`src/rtl/spi_slave.sv`:
```
// spi_slave: SPI mode-0 slave, 8-bit MSB-first, oversampled in the clock domain.
// Latency: a received byte shows on rx_valid SYNC_STAGES+2 clocks after its 8th SCK rise
//   reaches the first synchronizer flop.
// Backpressure: tx is a 1-deep hold register (tx_ready = empty). An unread rx buffer drops
//   new bytes and pulses rx_overrun. An empty hold at a byte boundary sends 0xFF and
//   pulses tx_underrun.
// Optional feature: define SPI_SLAVE_RXFIFO_EN for a 4-entry rx FIFO. Without it the rx
//   buffer is a single register.
// Ports:
//   clock, reset            : system clock, async active-high reset
//   io_SCK/io_SS/io_MOSI    : SPI inputs (SCK idle low, SS active low)
//   io_MISO                 : SPI output, 0 while SS is high
//   tx_data/valid/ready     : byte to return to the master
//   rx_data/valid/ready     : received byte
//   rx_overrun/tx_underrun  : one-cycle error pulses
//   busy                    : frame active
module spi_slave #(
  parameter int SYNC_STAGES = 2
) (
  input  logic       clock,
  input  logic       reset,
  input  logic       io_SCK,
  input  logic       io_SS,
  input  logic       io_MOSI,
  output logic       io_MISO,
  input  logic [7:0] tx_data,
  input  logic       tx_valid,
  output logic       tx_ready,
  output logic [7:0] rx_data,
  output logic       rx_valid,
  input  logic       rx_ready,
  output logic       rx_overrun,
  output logic       tx_underrun,
  output logic       busy
);

  // Synchronizers. SS resets to 0 (not its idle 1) on purpose.
  // If reset releases mid-frame, no false SS fall is seen.
  // The engine then stays idle until SS is observed high and falls again.
  logic [SYNC_STAGES-1:0] sck_sync, ss_sync, mosi_sync;
  logic sck_d, ss_d, mosi_d;
  logic sck_rise, sck_fall, ss_rise, ss_fall;

  always_ff @(posedge clock or posedge reset) begin
    if (reset) begin
      sck_sync  <= '0;
      ss_sync   <= '0;
      mosi_sync <= '0;
      sck_d     <= 1'b0;
      ss_d      <= 1'b0;
      mosi_d    <= 1'b0;
      sck_rise  <= 1'b0;
      sck_fall  <= 1'b0;
      ss_rise   <= 1'b0;
      ss_fall   <= 1'b0;
    end else begin
      sck_sync  <= {sck_sync[SYNC_STAGES-2:0], io_SCK};
      ss_sync   <= {ss_sync[SYNC_STAGES-2:0], io_SS};
      mosi_sync <= {mosi_sync[SYNC_STAGES-2:0], io_MOSI};
      sck_d     <= sck_sync[SYNC_STAGES-1];
      ss_d      <= ss_sync[SYNC_STAGES-1];
      mosi_d    <= mosi_sync[SYNC_STAGES-1];
      // Edge strobes are registered, so the frame engine sees one clean pulse per edge.
      sck_rise  <= sck_sync[SYNC_STAGES-1] & ~sck_d;
      sck_fall  <= ~sck_sync[SYNC_STAGES-1] & sck_d;
      ss_rise   <= ss_sync[SYNC_STAGES-1] & ~ss_d;
      ss_fall   <= ~ss_sync[SYNC_STAGES-1] & ss_d;
    end
  end

  // Frame engine
  logic       active;
  logic [2:0] bit_cnt;
  logic       byte_end;   // 8th rise seen; the next SCK fall is a byte boundary
  logic [6:0] rx_shift;
  logic [7:0] tx_shift;
  logic [7:0] hold;
  logic       hold_full;
  logic       push;
  logic [7:0] push_byte;
  logic       boundary;

  // An SS rise takes priority over everything, including a coincident SCK edge.
  assign boundary = !ss_rise && (ss_fall || (active && sck_fall && byte_end));

  always_ff @(posedge clock or posedge reset) begin
    if (reset) begin
      active      <= 1'b0;
      bit_cnt     <= 3'd0;
      byte_end    <= 1'b0;
      rx_shift    <= 7'd0;
      tx_shift    <= 8'd0;
      hold        <= 8'd0;
      hold_full   <= 1'b0;
      push        <= 1'b0;
      push_byte   <= 8'd0;
      tx_underrun <= 1'b0;
    end else begin
      tx_underrun <= 1'b0;
      push        <= 1'b0;

      // Writes are accepted only while empty, and loads only happen while full.
      // The two assignments to hold_full therefore never collide.
      if (tx_valid && !hold_full) begin
        hold      <= tx_data;
        hold_full <= 1'b1;
      end

      if (boundary) begin
        if (hold_full) begin
          tx_shift  <= hold;
          hold_full <= 1'b0;
        end else begin
          tx_shift    <= 8'hFF;
          tx_underrun <= 1'b1;
        end
      end

      if (ss_rise) begin
        // Abort: drop the partial byte and the shifter. The hold register is kept.
        active   <= 1'b0;
        bit_cnt  <= 3'd0;
        byte_end <= 1'b0;
        rx_shift <= 7'd0;
        tx_shift <= 8'd0;
      end else if (ss_fall) begin
        active   <= 1'b1;
        bit_cnt  <= 3'd0;
        byte_end <= 1'b0;
        rx_shift <= 7'd0;
      end else if (active) begin
        if (sck_rise) begin
          rx_shift <= {rx_shift[5:0], mosi_d};
          bit_cnt  <= bit_cnt + 3'd1;
          if (bit_cnt == 3'd7) begin
            push      <= 1'b1;
            push_byte <= {rx_shift, mosi_d};
            byte_end  <= 1'b1;
          end
        end else if (sck_fall) begin
          if (byte_end) byte_end <= 1'b0;
          else          tx_shift <= {tx_shift[6:0], 1'b0};
        end
      end
    end
  end

  assign io_MISO  = active & tx_shift[7];
  assign tx_ready = ~hold_full;
  assign busy     = active;

  // Rx buffer
  logic pop;
  assign pop = rx_valid & rx_ready;

`ifdef SPI_SLAVE_RXFIFO_EN
  logic [7:0] fifo_mem [4];
  logic [1:0] wr_ptr, rd_ptr;
  logic [2:0] count;
  logic       wr_en;

  // A pop on the same clock frees a slot, so a push at full still lands.
  assign wr_en = push && ((count != 3'd4) || pop);

  always_ff @(posedge clock or posedge reset) begin
    if (reset) begin
      for (int i = 0; i < 4; i++) fifo_mem[i] <= 8'd0;
      wr_ptr     <= 2'd0;
      rd_ptr     <= 2'd0;
      count      <= 3'd0;
      rx_overrun <= 1'b0;
    end else begin
      rx_overrun <= push && !wr_en;
      if (wr_en) begin
        fifo_mem[wr_ptr] <= push_byte;
        wr_ptr           <= wr_ptr + 2'd1;
      end
      if (pop) rd_ptr <= rd_ptr + 2'd1;
      case ({wr_en, pop})
        2'b10:   count <= count + 3'd1;
        2'b01:   count <= count - 3'd1;
        default: count <= count;
      endcase
    end
  end

  assign rx_data  = fifo_mem[rd_ptr];
  assign rx_valid = (count != 3'd0);
`else
  logic [7:0] rx_reg;
  logic       rx_full;

  always_ff @(posedge clock or posedge reset) begin
    if (reset) begin
      rx_reg     <= 8'd0;
      rx_full    <= 1'b0;
      rx_overrun <= 1'b0;
    end else begin
      rx_overrun <= 1'b0;
      if (push && (!rx_full || pop)) begin
        rx_reg  <= push_byte;
        rx_full <= 1'b1;
      end else if (push) begin
        rx_overrun <= 1'b1;       // full and not popped: keep the old byte
      end else if (pop) begin
        rx_full <= 1'b0;
      end
    end
  end

  assign rx_data  = rx_reg;
  assign rx_valid = rx_full;
`endif

endmodule

```
`config.mk`:
```
export PLATFORM = sky130hd
export DESIGN_NAME = spi_slave
export DESIGN_NICKNAME = d
export VERILOG_FILES = /design/src/rtl/spi_slave.sv
export SDC_FILE = /design/constraint.sdc
export NUM_CORES = 1
export LEC_CHECK = 0
export BUFFER_PORTS_ARGS = -buffer_cell sky130_fd_sc_hd__buf_4
export CAP_MARGIN = 20
export CORE_ASPECT_RATIO = 1.75
export CORE_MARGIN = 1.5
export CORE_UTILIZATION = 25
export DETAILED_ROUTE_END_ITERATION = 10
export GPL_ROUTABILITY_DRIVEN = 0
export PLACE_DENSITY = 0.45
export REMOVE_ABC_BUFFERS = 1
export SETUP_SLACK_MARGIN = 0.05
export SKIP_LAST_GASP = 1
export SYNTH_ARGS = -nofsm -noshare
export SYNTH_HDL_FRONTEND = slang
export SYNTH_SLANG_ARGS = --single-unit
```
`constraint.sdc`:
```
create_clock -name clock -period 2.8 [get_ports clock]
set_input_delay 0.56 -clock clock [delete_from_list [all_inputs] [get_ports clock]]
set_output_delay 0.56 -clock clock [all_outputs]
set_load 0.01 [all_outputs]
```
==> metrics.md <==
| Metric | Value |
|---|---|
| Root Driver | clkbuf_16 |
| Sequential cell area | 1550 µm² |
| R2r endpoint | tx_shift[2] |
| Clk_skew | 0.00558 ns |
| Peak supply drop | 323 µV |
| First-pass GRT wire length | 7710 µm |
| R2R Path Start | busy |
| H-tree levels | 3 |
| Cell Rows | 46 |
| Hold Vio Cnt, Final | 0 |
| PortBufs | 28 |
| Min Tclk post-route | 1.77 ns |
| Post-CTS Hold Buffers | 0 |
| R2R depth | 4 |
| Cell variety after synth | 33 |
| Slew @ Worst Pin | 0.690 ns |
| DPL Wire Length | 3050 µm |
| # DRC | 0 |
| Crit Path Max Fanout | 9 |
| Worst-Skew Late Latency | 0.32 ns |
| Initial antenna violation count | 0 |
| Fill cells | 906 |
| Worst EP required | 2.24 ns |
| Status | completed |
| Vias in the first global route | 1581 |
| Max_cap viols | 0 |
| Initial Util | 25.9% |
| Arrival @ worst endpoint | 1.21 ns |
| Area growth from synthesis to layout | 26.0% |
| R2R Setup Slk | 1.22 ns |
| Setup TNS | 0 ns |
| CTS tree | done |
| ANT nets after route | 0 |
| Register bit total from synthesis | 62 |
| CP Class | reg -> out |
| Detailed-route via count | 1449 |
| GR Overflow Total | 0 |
| Multi-input logic area | 762 µm² |
| Slew HR | 53.9% |
| I/O pin count | 29 |
| Die X | 76.7 µm |
| PD cells | 724 nW/µm² |
| Antenna diodes | 0 |
| Synthesized area | 2370 µm² |
| Non-Filler Instances | 339 |
| Mapped Cells | 182 |
| Syn Area/Cell | 13.0 µm² |
| WL final | 4280 µm |
| Area of the die | 10100 µm² |
| Pins Over Slew Limit | 0 |
| Core area | 9150 µm² |
| DP Cell Count | 325 |
| Clock Tree Buf Depth | 2 |
| Worst Hold Class | in -> async |
| CP Capture Type | output pin |
| RSZ-0062 raised after global routing | false |
| Post_cts resized | 0 |
| Largest net degree at the start of global routing | 35 |
| DR vias/cell | 4.27 |
| Power, Total | 0.00217 W |
| Clock-pin slew on the worst setup and hold paths | 0.05 ns |
| CTS buffer count | 9 |
| Setup crit start kind | flip-flop |
| Tot GR Track Use | 9.92% |
| Setup Buffers After CTS | 0 |
| Maximum clock rate | 567 MHz |
| Sequential element share of the synthesized area | 65.4% |
| Final #Nets | 233 |
| Setup Viol. Count Final | 0 |
| LEAKAGE | 1.41 nW |
| Period utilization | 63.0% |
| Layout cells sized above 1 | 35.2% |
| Drt pass-1 iters | 2 |
| Die Y | 132 µm |
| CTS Sinks | 62 |
| Warnings from Yosys | 0 |
| DRT iter0 DRCs | 32 |
| Drt wl/cell | 12.6 µm |
[synth_stat cells]
cell type  number  share of area (%)
a21o_2          1               0.37
a21oi_1        16                3.4
a22oi_1         1               0.32
a311oi_1        1               0.37
a31o_2          1               0.37
a31oi_1         1               0.26
and2_2          2               0.63
buf_2           2               0.42
buf_4           1               0.32
buf_6           1               0.47
clkbuf_1        1               0.16
clkbuf_2        1               0.21
dfrtp_1        62                 65
ha_1            2                1.1
inv_1           6               0.95
mux2_2         23                 11
nand2_1        28                4.4
nand2_2         1               0.26
nand2_4         2               0.95
nand2b_1        1               0.26
nand3_1         1               0.21
nor2_1          5               0.79
nor2_2          1               0.26
nor2_4          1               0.47
nor2b_1         5                1.3
nor3_1          1               0.21
nor4_4          1               0.90
o21a_1          1               0.32
o21ai_0         2               0.42
o221ai_1        7                2.6
or2_4           1               0.37
or4_1           1               0.32
xnor2_1         1               0.37
[metrics by stage]
stage               utilization, %  worst slack, ns  hold WS (ns)  cell area (µm²)
floorplan                        -            0.699         0.331             2340
global placement              29.7             1.06         0.335             2720
detailed placement            29.7             1.01         0.335             2720
CTS                           32.7             1.02         0.338             2990
global route                  32.7            0.960         0.334             2990
finish                        32.7             1.03         0.333             2990
[final cells by class]
cell class              instances  area share, %
clock buffers                  13           9.03
clock inverters                 1          0.167
inverters                       6          0.753
multi-input cells             108           25.5
flip-flops and latches         62           51.9
well taps                     120           5.02
repair buffers                 29           7.70
[placed cells by master (no fill, tap or decap), types with 2 or more instances in the layout]
cell	count
o221ai_1	7
clkbuf_16	9
clkbuf_8	3
buf_4	28
ha_1	2
nand2_1	28
dfrtp_1	62
nand2_4	2
nor2b_1	5
nor2_1	5
inv_1	5
o21ai_0	2
a21oi_1	16
mux2_2	23
and2_2	2
[sequential cells by signal, indices dropped and copies added (netlist names), 3 cells and up]
name / flops
push_byte: 8
bit_cnt: 3
tx_shift: 8
hold: 8
rx_data: 8
rx_shift: 7
[cell families (layout without fill, tap and decap cells)]
group / after synthesis / count (layout) / synth area share [%]
AO/OA/AOI/OAI: 31 / 31 / 8.38
buffers and inverters: 12 / 49 / 2.53
adder cells (fa/ha/maj): 2 / 2 / 1.05
flip-flops: 62 / 62 / 65.4
multiplexers: 23 / 23 / 10.9
XOR/XNOR: 1 / 1 / 0.369
AND/OR/NAND/NOR: 51 / 51 / 11.4
[how the worst max path moves through the flow]
stage	startpoint	to	slack, ns	depth (start not counted)
2_1_floorplan	reset	bit_cnt[0]	0.70	1
3_3_place_gp	tx_valid	hold[4]	1.06	3
3_5_place_dp	tx_valid	hold[4]	1.01	3
4_1_cts	busy	io_MISO	1.02	2
5_1_grt	busy	io_MISO	0.96	2
6_report	busy	io_MISO	1.03	2
[metal layers]
metal  global-route usage [%]  vias up  share of wire, %  wire, µm
li1                         -      695                 -         -
met3                     3.11       10               3.6       155
met1                     10.8      716                42      1780
met2                     16.9       28                52      2240
met4                     5.56        0               2.5       106
met5                        0        -                 0         0
[power by group]
group / internal (W) / switching [W] / leakage [nW] / total [W]
Sequential: 0.000966 / 0.0000459 / 0.807 / 0.00101
Combinational: 0.0000775 / 0.0000708 / 0.467 / 0.000148
Clock: 0.000658 / 0.000348 / 0.138 / 0.00101
Total: 0.00170 / 0.000465 / 1.41 / 0.00217
[worst max-delay path, cell delays in order, from the launching register on]
cell     delay, ns
dfrtp_1       0.54
and2_2        0.23
buf_4         0.12
Note: power is estimated with default switching activity, not from simulation.
